**config.mk**
```make
export PLATFORM = sky130hd
export DESIGN_NAME = divider_arbiter
export DESIGN_NICKNAME = d
export VERILOG_FILES = /design/src/rtl/divider_arbiter_pkg.sv /design/src/rtl/divider_arbiter_rr_picker.sv /design/src/rtl/divider_arbiter.sv
export SDC_FILE = /design/constraint.sdc
export NUM_CORES = 1
export LEC_CHECK = 0
export ABC_AREA = 1
export BUFFER_PORTS_ARGS = -buffer_cell sky130_fd_sc_hd__clkbuf_2
export CAP_MARGIN = 20
export CORE_ASPECT_RATIO = 0.75
export CORE_MARGIN = 3
export CORE_UTILIZATION = 28
export DETAILED_ROUTE_END_ITERATION = 10
export GPL_TIMING_DRIVEN = 0
export SKIP_LAST_GASP = 1
export SLEW_MARGIN = 0
export SYNTH_ARGS = -nofsm -noshare
export SYNTH_HDL_FRONTEND = slang
export SYNTH_SLANG_ARGS = --single-unit
```
**constraint.sdc**
```tcl
create_clock -name clk -period 1.2 [get_ports clk]
set_input_delay 0.12 -clock clk [delete_from_list [all_inputs] [get_ports clk]]
set_output_delay 0.12 -clock clk [all_outputs]
set_load 0.05 [all_outputs]
```
**src/rtl/divider_arbiter_pkg.sv**
```systemverilog
// Shared types and constants for the divider arbiter: FSM state encoding,
// the result pattern reported on a watchdog expiry, and a pointer-width helper.
package divider_arbiter_pkg;

  typedef enum logic [2:0] {
    ST_IDLE        = 3'd0,
    ST_ISSUE       = 3'd1,
    ST_WAIT_BUSY   = 3'd2,
    ST_WAIT_RESULT = 3'd3,
    ST_DELIVER     = 3'd4
  } state_t;

  // Quotient/remainder pattern returned when the divider never answers.
  // Sliced down to the operand width at the point of use.
  localparam int                         RESULT_MAX_BITS = 64;
  localparam logic [RESULT_MAX_BITS-1:0] TIMEOUT_RESULT  = '1;

  // Width of a requester index; at least one bit even for a single requester.
  function automatic int ptr_width(input int n);
    return (n > 1) ? $clog2(n) : 1;
  endfunction

endpackage

```
**src/rtl/divider_arbiter_rr_picker.sv**
```systemverilog
// Round-robin picker: returns the first asserted request at or after rr_ptr,
// wrapping at N_REQ. Purely combinational.
module rr_picker #(
  parameter int N_REQ = 2,
  parameter int PTR_W = 1
) (
  input  logic [N_REQ-1:0] req,
  input  logic [PTR_W-1:0] rr_ptr,
  output logic             grant_valid,
  output logic [PTR_W-1:0] grant_idx
);

  logic [PTR_W-1:0] cand_idx [N_REQ];
  logic [N_REQ-1:0] cand_hit;

  // Candidate gi is the requester gi positions after rr_ptr; rr_ptr < N_REQ
  // so a single conditional subtract is enough to wrap.
  for (genvar gi = 0; gi < N_REQ; gi++) begin : g_cand
    logic [PTR_W:0] sum;
    assign sum           = {1'b0, rr_ptr} + (PTR_W+1)'(gi);
    assign cand_idx[gi]  = (sum >= (PTR_W+1)'(N_REQ)) ?
                           PTR_W'(sum - (PTR_W+1)'(N_REQ)) : sum[PTR_W-1:0];
    assign cand_hit[gi]  = req[cand_idx[gi]];
  end

  // Lowest rotated offset wins: scan from the far end so nearer hits override.
  always_comb begin
    grant_valid = 1'b0;
    grant_idx   = '0;
    for (int k = N_REQ - 1; k >= 0; k--) begin
      if (cand_hit[k]) begin
        grant_valid = 1'b1;
        grant_idx   = cand_idx[k];
      end
    end
  end

endmodule

```
**src/rtl/divider_arbiter.sv**
```systemverilog
// Shares one iterative divider among N_REQ requesters with round-robin
// arbitration. Optional watchdog enabled by defining DIVIDER_ARBITER_TIMEOUT_EN.
module divider_arbiter
  import divider_arbiter_pkg::*;
#(
  parameter int N_REQ          = 2,
  parameter int N_BITS         = 32,
  parameter int TIMEOUT_CYCLES = 64
) (
  input  logic                    clk,
  input  logic                    rst,
  input  logic [N_REQ-1:0]        req,
  input  logic [N_REQ*N_BITS-1:0] req_numerator,
  input  logic [N_REQ*N_BITS-1:0] req_denominator,
  input  logic [N_REQ-1:0]        req_numerator_signed,
  output logic [N_REQ-1:0]        req_ack,
  output logic [N_REQ-1:0]        rsp_valid,
  output logic [N_BITS-1:0]       rsp_quotient,
  output logic [N_BITS-1:0]       rsp_remainder,
`ifdef DIVIDER_ARBITER_TIMEOUT_EN
  output logic                    timeout_err,
`endif
  output logic [N_BITS-1:0]       div_numerator,
  output logic [N_BITS-1:0]       div_denominator,
  output logic                    div_numerator_signed,
  output logic                    div_start,
  input  logic                    div_busy,
  input  logic [N_BITS-1:0]       div_quotient,
  input  logic [N_BITS-1:0]       div_remainder,
  input  logic                    div_result_valid
);

  localparam int PTR_W = ptr_width(N_REQ);

  state_t             state_reg;
  logic [PTR_W-1:0]   rr_ptr_reg;
  logic [PTR_W-1:0]   grant_reg;
  logic [N_REQ-1:0]   req_ack_reg;
  logic [N_REQ-1:0]   rsp_valid_reg;
  logic [N_BITS-1:0]  div_numerator_reg;
  logic [N_BITS-1:0]  div_denominator_reg;
  logic               div_numerator_signed_reg;
  logic [N_BITS-1:0]  rsp_quotient_reg;
  logic [N_BITS-1:0]  rsp_remainder_reg;

  logic               grant_valid;
  logic [PTR_W-1:0]   grant_idx;
  logic [PTR_W-1:0]   rr_ptr_next;
  logic [N_REQ-1:0]   ack_onehot;
  logic [N_REQ-1:0]   grant_onehot;
  logic [N_BITS-1:0]  num_arr [N_REQ];
  logic [N_BITS-1:0]  den_arr [N_REQ];

  // Split the packed operand buses into per-requester slices.
  for (genvar gi = 0; gi < N_REQ; gi++) begin : g_unpack
    assign num_arr[gi] = req_numerator[gi*N_BITS +: N_BITS];
    assign den_arr[gi] = req_denominator[gi*N_BITS +: N_BITS];
  end

  rr_picker #(
    .N_REQ (N_REQ),
    .PTR_W (PTR_W)
  ) u_rr_picker (
    .req         (req),
    .rr_ptr      (rr_ptr_reg),
    .grant_valid (grant_valid),
    .grant_idx   (grant_idx)
  );

  assign rr_ptr_next  = (grant_idx == PTR_W'(N_REQ - 1)) ? '0 : grant_idx + PTR_W'(1);
  assign ack_onehot   = N_REQ'(1) << grant_idx;
  assign grant_onehot = N_REQ'(1) << grant_reg;

`ifdef DIVIDER_ARBITER_TIMEOUT_EN
  localparam int CNT_W = $clog2(TIMEOUT_CYCLES + 1);

  logic [CNT_W-1:0] wait_cnt_reg;
  logic             timeout_err_reg;
  logic             waiting;
  logic             timeout_hit;

  // A result arriving on the last allowed cycle still wins over the watchdog.
  assign waiting     = (state_reg == ST_WAIT_BUSY) || (state_reg == ST_WAIT_RESULT);
  assign timeout_hit = waiting && !(state_reg == ST_WAIT_RESULT && div_result_valid) &&
                       (wait_cnt_reg == CNT_W'(TIMEOUT_CYCLES - 1));
  assign timeout_err = timeout_err_reg;

  // Watchdog counter: cleared while issuing, counts every waiting cycle.
  always_ff @(posedge clk) begin
    if (rst || state_reg == ST_ISSUE) begin
      wait_cnt_reg <= '0;
    end else if (waiting) begin
      wait_cnt_reg <= wait_cnt_reg + CNT_W'(1);
    end
  end
`endif

  // Arbitration / divider handshake FSM with registered response outputs.
  always_ff @(posedge clk) begin
    if (rst) begin
      state_reg                <= ST_IDLE;
      rr_ptr_reg               <= '0;
      grant_reg                <= '0;
      req_ack_reg              <= '0;
      rsp_valid_reg            <= '0;
      div_numerator_reg        <= '0;
      div_denominator_reg      <= '0;
      div_numerator_signed_reg <= 1'b0;
      rsp_quotient_reg         <= '0;
      rsp_remainder_reg        <= '0;
`ifdef DIVIDER_ARBITER_TIMEOUT_EN
      timeout_err_reg          <= 1'b0;
`endif
    end else begin
      req_ack_reg   <= '0;
      rsp_valid_reg <= '0;
      case (state_reg)
        ST_IDLE: begin
          if (grant_valid) begin
            grant_reg                <= grant_idx;
            rr_ptr_reg               <= rr_ptr_next;
            div_numerator_reg        <= num_arr[grant_idx];
            div_denominator_reg      <= den_arr[grant_idx];
            div_numerator_signed_reg <= req_numerator_signed[grant_idx];
            req_ack_reg              <= ack_onehot;
            state_reg                <= ST_ISSUE;
          end
        end
        ST_ISSUE: begin
          state_reg <= ST_WAIT_BUSY;
        end
        ST_WAIT_BUSY: begin
          if (div_busy) begin
            state_reg <= ST_WAIT_RESULT;
          end
        end
        ST_WAIT_RESULT: begin
          if (div_result_valid) begin
            rsp_quotient_reg  <= div_quotient;
            rsp_remainder_reg <= div_remainder;
            state_reg         <= ST_DELIVER;
          end
        end
        ST_DELIVER: begin
          rsp_valid_reg <= grant_onehot;
          state_reg     <= ST_IDLE;
        end
        default: begin
          state_reg <= ST_IDLE;
        end
      endcase
`ifdef DIVIDER_ARBITER_TIMEOUT_EN
      // Divider never answered: abandon it and hand back the all-ones result.
      if (timeout_hit) begin
        rsp_valid_reg     <= grant_onehot;
        rsp_quotient_reg  <= TIMEOUT_RESULT[N_BITS-1:0];
        rsp_remainder_reg <= TIMEOUT_RESULT[N_BITS-1:0];
        timeout_err_reg   <= 1'b1;
        state_reg         <= ST_IDLE;
      end
`endif
    end
  end

  // Start is held from issue until the divider reports busy.
  assign div_start            = (state_reg == ST_ISSUE) || (state_reg == ST_WAIT_BUSY);
  assign req_ack              = req_ack_reg;
  assign rsp_valid            = rsp_valid_reg;
  assign rsp_quotient         = rsp_quotient_reg;
  assign rsp_remainder        = rsp_remainder_reg;
  assign div_numerator        = div_numerator_reg;
  assign div_denominator      = div_denominator_reg;
  assign div_numerator_signed = div_numerator_signed_reg;

endmodule
```
# Word level (Yosys, flattened, before mapping)
# Cells that the tools add are included.
# Widths: inputs -> output; s select.
dict set report op_classes {
  reduce_logical 7
  shifts 2
  addsub 4
  mux 23
  eq_ne 7
  bitwise_logic 4
  order_cmp 6
}
# cell count
set op_table {}
lappend op_table {{$mux 32} 6}
lappend op_table {{$mux 1} 13}
lappend op_table {{$pmux 3 s4} 1}
lappend op_table {{$mux 3} 3}
lappend op_table {{$eq 3x2->1 const B} 2}
lappend op_table {{$lt 1x2->1 const B} 3}
lappend op_table {{$ne 2x2->1 const B} 3}
lappend op_table {{$ge 2x2->1 const B} 2}
lappend op_table {{$reduce_and 2->1} 2}
lappend op_table {{$shl 1x1->2 const A} 2}
lappend op_table {{$eq 3x1->1 const B} 1}
lappend op_table {{$eq 3x3->1 const B} 1}
lappend op_table {{$logic_not 3->1} 1}
lappend op_table {{$not 1->1} 3}
lappend op_table {{$reduce_and 3->1} 1}
lappend op_table {{$reduce_or 3->1} 1}
lappend op_table {{$add 1x1->2 const B} 1}
lappend op_table {{$ge 1x2->1 const B} 1}
lappend op_table {{$not 1->2} 1}
lappend op_table {{$reduce_or 2->1} 1}
lappend op_table {{$sub 1x1->1 const B} 2}
lappend op_table {{$add 1x1->1 const B} 1}
lappend op_table {{$logic_or 1x1->1} 1}
dict set report totals {
  word_cells 63
  regBits 138
  in_bits 200
  output_inout_bits 134
}

# Depth between registers and ports, before layout
# Gate-level depths: netlist of the first run.
dict set report depth {
  ltp_word 11
  mapped_depth 9
  mapped_depth_nobuf 8
}

# Modules after synthesis
# A second synthesis of the first run with hierarchy kept.
dict set report hier_totals {
  hier_cells 830
  hier_area_um2 5724.2
}
# module area_each_um2 n_inst cells_each
set modules_own_cells {}
lappend modules_own_cells {divider_arbiter 5705.5 1 826}
lappend modules_own_cells {rr_picker 18.8 1 4}

# Worst setup path after synthesis of the first run
# No wires, ideal clock.
dict set report synth_timing {
  kind {flip-flop to flip-flop}
  startpoint {register state_reg[2]}
  endpoint {register state_reg[1]}
  t_arrival_ns 1.363
  path_buffers 0
  setup_slack_ns -0.229
  setup_time_ns 0.066
  t_required_ns 1.134
  period_less_slack_ns 1.429
  stages_incl_launch_ff 6
  cell_sequence {dfxtp_1 inv_1 nand2_1 nor2_1 nor2_1 nor2_1}
}
dict set report synth_between {
  elab_chain_cells 3
}
# item line
set synth_rtl {}
lappend synth_rtl {{start: declaration} divider_arbiter.sv:35} ;# state_t state_reg;
lappend synth_rtl {{start signal: assignment} divider_arbiter.sv:101} ;# state_reg <= ST_IDLE;
lappend synth_rtl {{start signal: assignment} divider_arbiter.sv:126} ;# state_reg <= ST_ISSUE;
lappend synth_rtl {{start signal: assignment} divider_arbiter.sv:130} ;# state_reg <= ST_WAIT_BUSY;
lappend synth_rtl {{$eq 3x2->1 / $logic_not 3->1 (equally long branches)} divider_arbiter.sv:117} ;# case (state_reg)
lappend synth_rtl {{$ne 2x2->1 (no line)} n/a}
lappend synth_rtl {{$reduce_and 3->1 (no line)} n/a}
# Several ways; a longest one is shown, not always the timed one.
# A chain may end at the register's enable or synchronous reset.

# Worst setup path in the final report of the first run
dict set report layout_timing {
  startpoint {register state_reg[1]}
  endpoint {register div_denominator_reg[18], in the netlist div_denominator[18]}
}
dict set report layout_between {
  elab_chain_cells 2
}
# item line
set layout_rtl {}
lappend layout_rtl {{$logic_not 3->1} divider_arbiter.sv:117}
lappend layout_rtl {{$reduce_and 2->1 (no line)} n/a}
lappend layout_rtl {{end signal: assignment} divider_arbiter.sv:123} ;# div_denominator_reg <= den_arr[grant_idx];
lappend layout_rtl {{end: declaration} divider_arbiter.sv:41} ;# logic [N_BITS-1:0] div_denominator_reg;
# Every way passes these cells.

==> results of run 1 <==
power by group:
part	switching, W	internal (W)	total (W)
registers	0.000271	0.00506	0.00533
clock network	0.00231	0.00273	0.00504
logic	0.00351	0.00201	0.00552
total	0.00610	0.00979	0.0159
worst max path at each step:
stage	from	to	slack (ns)
4_1_cts	state_reg[1]	div_start	-0.23
3_5_place_dp	rr_ptr_reg	div_numerator[14]	-0.43
3_3_place_gp	rr_ptr_reg	div_numerator[13]	-0.43
2_1_floorplan	state_reg[2]	state_reg[1]	-0.02
5_1_grt	state_reg[1]	div_denominator[18]	-0.34
6_report	state_reg[1]	div_denominator[18]	-0.25
final cells by class:
cell class	count	area, sq um
clock inverter	15	134
sequential	138	2770
buffer	69	474
inverter	6	25.0
timing repair buffer	531	3750
clock buffer	17	425
fill	1821	9070
tap	253	317
multi-input combinational	530	2580
routing by layer:
metal / GRT usage / vias to the layer above / routed length (microns)
met5: 0 / - / 12
met4: 0.0928 / 2 / 895
met3: 0.0670 / 73 / 1950
met2: 0.383 / 377 / 12500
met1: 0.292 / 3525 / 11100
li1: - / 3664 / -
per-stage QoR:
step                cell area [sq um]  total power (W)  hold WS [ns]  utilization  worst slack (ns)
finish                          10500           0.0159        0.0235        0.536            -0.251
detailed placement               7650          0.00975         0.307        0.391            -0.427
CTS                             10400           0.0159        0.0113        0.534            -0.226
global placement                 7650          0.00973         0.305        0.391            -0.429
global route                    10500           0.0166        0.0424        0.536            -0.339
floorplan                        5670          0.00834         0.219            -           -0.0197
logic make-up after synthesis:
| group | after synthesis |
|---|---|
| simple gates | 457 |
| buf+inv | 76 |
| flops | 138 |
| compound gates | 73 |
timing repair:
action / 4_1_cts / 5_1_grt
gates resized for setup: 65 / 8
endpoints found under the setup margin: 140 / 214
pin swaps: 15 / 7
hold buffers: 180 / 0
setup buffers: 11 / 2
gates cloned: 6 / 0
endpoints found under the hold margin: 123 / 0
layout by cell type (no fill, tap or decap), types with 2 or more instances in the layout:
cell	instances
a21oi_1	68
a21oi_2	3
buf_1	10
buf_12	4
buf_2	6
buf_4	24
buf_6	9
buf_8	10
bufbuf_16	2
clkbuf_1	18
clkbuf_16	17
clkbuf_2	336
clkinv_4	3
clkinvlp_4	4
dfxtp_1	135
dfxtp_2	2
dlygate4sd3_1	180
inv_1	4
inv_6	5
inv_8	3
nand2_1	177
nand2_2	8
nand2_4	3
nand3_1	206
nand4_1	44
nor2_1	8
nor2_4	5
nor3_1	2
tightest hold or removal path, cell delays in order:
cell and delay [ns]:
clkbuf_2 0.08, nand2_1 0.04, nand2_1 0.06, nand2_1 0.04, nand2_1 0.07
==> metrics.txt, run 1 <==
NumNets Final=1493; hold path endpoint=div_denominator[23]; post-synthesis sequential area ratio=0.490; Synth top cells by count=206 x nand3_1, 185 x nand2_1, 138 x dfxtp_1; Crit path max-delay family=simple AND/OR/NAND/NOR gates; CTS root buf=clkbuf_16; deepest clock path buffer count=2; Primary FF master, synth=dfxtp_1; Die ar.=0.0219 sq mm; Max FO, Critical Path=10; Adder-Cell Fraction of Synth Area=0; worst slew pin tran=0.675 ns; max_slew headroom=0.550; VDD IR max=0.887 mV; mean post-synth cell area=7.58 sq um; simple-gate portion of the synthesized area=0.381; non-filler instance count after layout=around 1600; number of synthesis warnings=0; cell row count=between 40 and 50; Worst Path Required=1.55 ns; Die Y=129 microns; routed vias/inst=4.90; worst min path class=in2reg; CP Buf/Inv Count=3; WL final=26.5 mm; count of cell types in the netlist=22; violated checks=negative setup slack; Core Area=0.0195 sq mm; Max stage delay on crit path=0.35 ns; global-route wire length before repair=40.4 mm; Hold Path Origin=req_denominator[55]; # port buffers=roughly 330; P_leak=4.90 nW; chip width=between 150 and 200 microns; final setup vio count=128; Fmax=0.689 GHz; reg2reg start=state_reg[1]; global placement routability congestion=0.846; fin crit share=1.21; cell taking the most area after synthesis=dfxtp_1; WL per Instance=between 15 and 20 microns; worst hold stages=5; Worst path slowest cell=dfxtp_2; number of antenna violations at the first check in global routing=1; post-synthesis register bit count=138; Worst Setup End Kind=register; largest family of logic cells by synthesized area=simple AND/OR/NAND/NOR gates; synth top area cells=dfxtp_1 49%, nand3_1 18%, nand2_1 12%; syn_nets=944; Reg2Reg Setup Slack=-0.25 ns; CP arrival=1.80 ns; RSZ-0062 raised after global routing=yes; worst-skew pair later-pin latency=between 0.4 and 0.5 ns; Max Cap Viol=0; GRT overflow=0; first-iteration detailed-routing DRC count=467; mux share of post-synthesis cell area=0; final setup TNS=-18.72 ns; clk_skew=approximately 0.012 ns; largest net degree at the start of global routing=17; Layout Area Growth over Synthesis=85.8%; I/O pin count=334; drt first pass iters=5; crit path launch type=register; vias in the first global route=7602; antenna cells=0; Post-Synth XOR/XNOR Area=0; CTS HTree Levels=4; number of buffers created by CTS=17; Fin. Hold Viols=0; crit path time final=between 1 and 1.5 ns; final worst slack=-0.251 ns; Syn Inst Count=744; All-Layer GR Usage=0.234; asr flop ratio synth=0; Post-synth EDFFs=0; CTS tree=yes; Synth Area in Compound Gates=0.0650; top-area cell type share of the netlist area=0.490; r2r endpoint=div_denominator[18]; Worst-path clk slew=about 0.060 ns; Worst Reg-to-Reg Cells=8; Via Count=7641; power per standard cell area=approximately 1500 mW/mm^2; Final HPWL DP=17.6 mm; status=finished, violations left; CP Cell Sequence=nor2_4 -> nand2_4 -> nor2_4 -> buf_12 -> buf_12 -> buf_8 -> nand4_1 -> nand3_1; Setup Crit Path Kind=reg2reg; Slew Limit Fails=0; CTS sink cnt=138; CP Depth=8; Final ANT Viol Nets=0; Cells after DPL=~1300; count leader, synth=nand3_1; DRC viols=0; layout cells sized above 1=0.345; post-synth design cell area=0.00564 sq mm; Initial Utilization=0.288
Power figures use the tool's default switching activity.
==> run 2: changes to the inputs <==
ABC_AREA = unset   (was 1)
==> metrics.txt, run 2 <==
CTS root buf=clkbuf_16; CTS HTree Levels=4 (unchanged); Syn Inst Count=549 (-26%); worst min path class=in2reg; Core Area=0.0187 sq mm (-4.2%); worst-skew pair later-pin latency=0.41 ns (about the same); r2r endpoint=div_numerator[1]; Max Cap Viol=0 (unchanged); mean post-synth cell area=9.83 sq um (+30%); number of buffers created by CTS=17 (unchanged); largest family of logic cells by synthesized area=simple AND/OR/NAND/NOR gates; NumNets Final=1255 (-16%); layout cells sized above 1=0.457 (+0.112); post-synthesis register bit count=138 (unchanged); Fmax=0.536 GHz (-22%); commonest cells after routing, fill and taps aside=295 x clkbuf_2, 135 x dfxtp_1, 129 x dlygate4sd3_1; Fin. Hold Viols=0 (unchanged); chip width=166 microns (-2.1%); commonest non-fill, non-tap cell in the layout=clkbuf_2; status=finished, violations left; Primary FF master, synth=dfxtp_1; VDD IR max=0.776 mV (-13%); global placement routability congestion=0.818 (-3.3%); antenna cells=0 (unchanged); Hold Path Origin=div_result_valid; post-synth design cell area=0.00540 sq mm (-4.3%); Worst-path clk slew=0.06 ns (about the same); worst slew pin tran=0.778 ns (+0.103 ns); Initial Utilization=0.288 (about the same); largest net degree at the start of global routing=17 (unchanged); number of antenna violations at the first check in global routing=0 (-1); max_slew headroom=0.482 (-0.0686); WL per Instance=17.4 microns (+2.4%); WL final=22.9 mm (-14%); Final HPWL DP=15.4 mm (-13%); number of synthesis warnings=0 (unchanged); Reg2Reg Setup Slack=-0.66 ns (-0.41 ns); final setup vio count=135 (+5.5%); CTS sink cnt=138 (unchanged); global-route wire length before repair=34.4 mm (-15%); synth top area cells=dfxtp_1 51%, a221o_1 12%, nand2_1 9.0%; I/O pin count=334 (unchanged); crit path launch type=register; final setup TNS=-53.77 ns (-35.05 ns); CP Cell Sequence=buf_6 -> or4b_4 -> buf_12 -> buf_4 -> buf_4 -> nor4b_2 -> a221o_1; Max stage delay on crit path=0.56 ns (+0.21 ns); post-synthesis sequential area ratio=0.512 (+0.0218); Slew Limit Fails=0 (unchanged); Post-Synth XOR/XNOR Area=0.00162 (+0.00162); simple-gate portion of the synthesized area=0.242 (-0.139); Post-synth EDFFs=0 (unchanged); reg2reg start=state_reg[0]; final worst slack=-0.665 ns (-0.413 ns); top-area cell type share of the netlist area=0.512 (+0.0218); vias in the first global route=6497 (-15%); clk_skew=0.00869 ns (-0.00320 ns); most used cell, CP=buf_4; DRC viols=0 (unchanged); crit path to=div_numerator[1]; count leader, synth=dfxtp_1; deepest clock path buffer count=2 (unchanged); CP arrival=2.21 ns (+0.41 ns); Synth top cells by count=138 x dfxtp_1, 130 x nand2_1, 66 x a21oi_1; drt first pass iters=5 (unchanged); Worst Reg-to-Reg Cells=7 (-1); violated checks=negative setup slack; mux share of post-synthesis cell area=0 (unchanged); Max FO, Critical Path=6 (-4); Via Count=6436 (-16%); asr flop ratio synth=0 (unchanged); routed vias/inst=4.89 (-0.14%); RSZ-0062 raised after global routing=yes; utilization after layout=0.532 (-0.00444); power per standard cell area=1410 mW/mm^2 (-7.3%); CTS tree=yes; count of cell types in the netlist=26 (+18%); Worst Setup End Kind=register; # port buffers=333 (+0.30%); Die ar.=0.0210 sq mm (-4.1%); Final ANT Viol Nets=0 (unchanged); cell row count=43 (-2.3%); fin crit share=1.55 (+0.344); Synth Area in Compound Gates=0.188 (+0.123); Worst path slowest cell=or4b_4; first-iteration detailed-routing DRC count=399 (-15%); Die Y=126 microns (-2.1%); All-Layer GR Usage=0.203 (-0.0304); Layout Area Growth over Synthesis=84.4%; crit path time final=1.86 ns (+0.413 ns); Critical Path Source=state_reg[0]; syn_nets=749 (-21%); Setup Crit Path Kind=reg2reg; Worst Path Required=1.55 ns (about the same); cell taking the most area after synthesis=dfxtp_1; Adder-Cell Fraction of Synth Area=0 (unchanged); GRT overflow=0 (unchanged); P_leak=4.40 nW (-10%)
[run 2: worst min-delay path by stage]
stage	end	slack [ns]	cells past startpoint
after detailed placement	rsp_quotient[21]	0.35	3
after global placement	rsp_remainder[1]	0.34	3
final	state_reg[0]	0.07	3
after global routing	state_reg[0]	0.08	3
after CTS	state_reg[0]	0.03	3
after floorplan	rsp_quotient[31]	0.26	2
[run 2: layout make-up]
class / instances / area (sq um)
timing repair buffer: 490 / 3290
clock inverter: 13 / 143
fill: 1720 / 8770
buffer: 58 / 460
clock buffer: 19 / 443
tap: 247 / 309
sequential: 138 / 2770
multi-input combinational: 350 / 2540
[run 2: cells by family (layout without fill, tap and decap cells)]
| kind of cell | Yosys count | in the layout |
|---|---|---|
| simple gates | 215 | 215 |
| flops | 138 | 138 |
| compound gates | 134 | 134 |
| buf+inv | 61 | 580 |
| xor+xnor | 1 | 1 |
[run 2: routing by layer]
metal,vias to the layer above,share of wire,GRT usage,wire length [microns]
met4,0,0.024,0.0776,559
met5,-,0,0,0
met1,3088,0.45,0.269,10400
li1,3049,-,-,-
met2,259,0.47,0.327,10800
met3,40,0.052,0.0452,1180
[run 2: metrics by stage]
step | hold WS, ns | instances | power (W) | setup slack [ns] | instance area (sq um)
3_3_place_gp | 0.344 | 1129 | 0.00817 | -0.796 | 7510
2_1_floorplan | 0.256 | 549 | 0.00721 | -0.465 | 5540
4_1_cts | 0.0264 | 1305 | 0.0139 | -0.613 | 9680
6_report | 0.0696 | 1315 | 0.0140 | -0.665 | 9950
5_1_grt | 0.0805 | 1315 | 0.0146 | -0.700 | 9950
3_5_place_dp | 0.348 | 1129 | 0.00816 | -0.765 | 7510
[run 2: what timing repair did]
action | 4_1_cts | 5_1_grt
gates resized for setup | 43 | 107
hold buffers | 129 | 0
buffers inserted | 11 | 11
cloned | 5 | 1
endpoints found under the setup margin | 136 | 189
endpoints found under the hold margin | 129 | 0
pin swaps | 7 | 4
[run 2: worst max-delay path, delay by kind of cell (launching register included)]
| family | cells | cell delay [ns] |
|---|---|---|
| compound gates | 1 | 0.14 |
| flops | 1 | 0.32 |
| simple gates | 2 | 0.80 |
| buf+inv | 4 | 0.55 |
[run 2: where the power goes]
part           switching, W  total, W  internal [W]
combinational       0.00223   0.00366       0.00143
sequential         0.000193   0.00511       0.00491
clock               0.00209   0.00523       0.00313
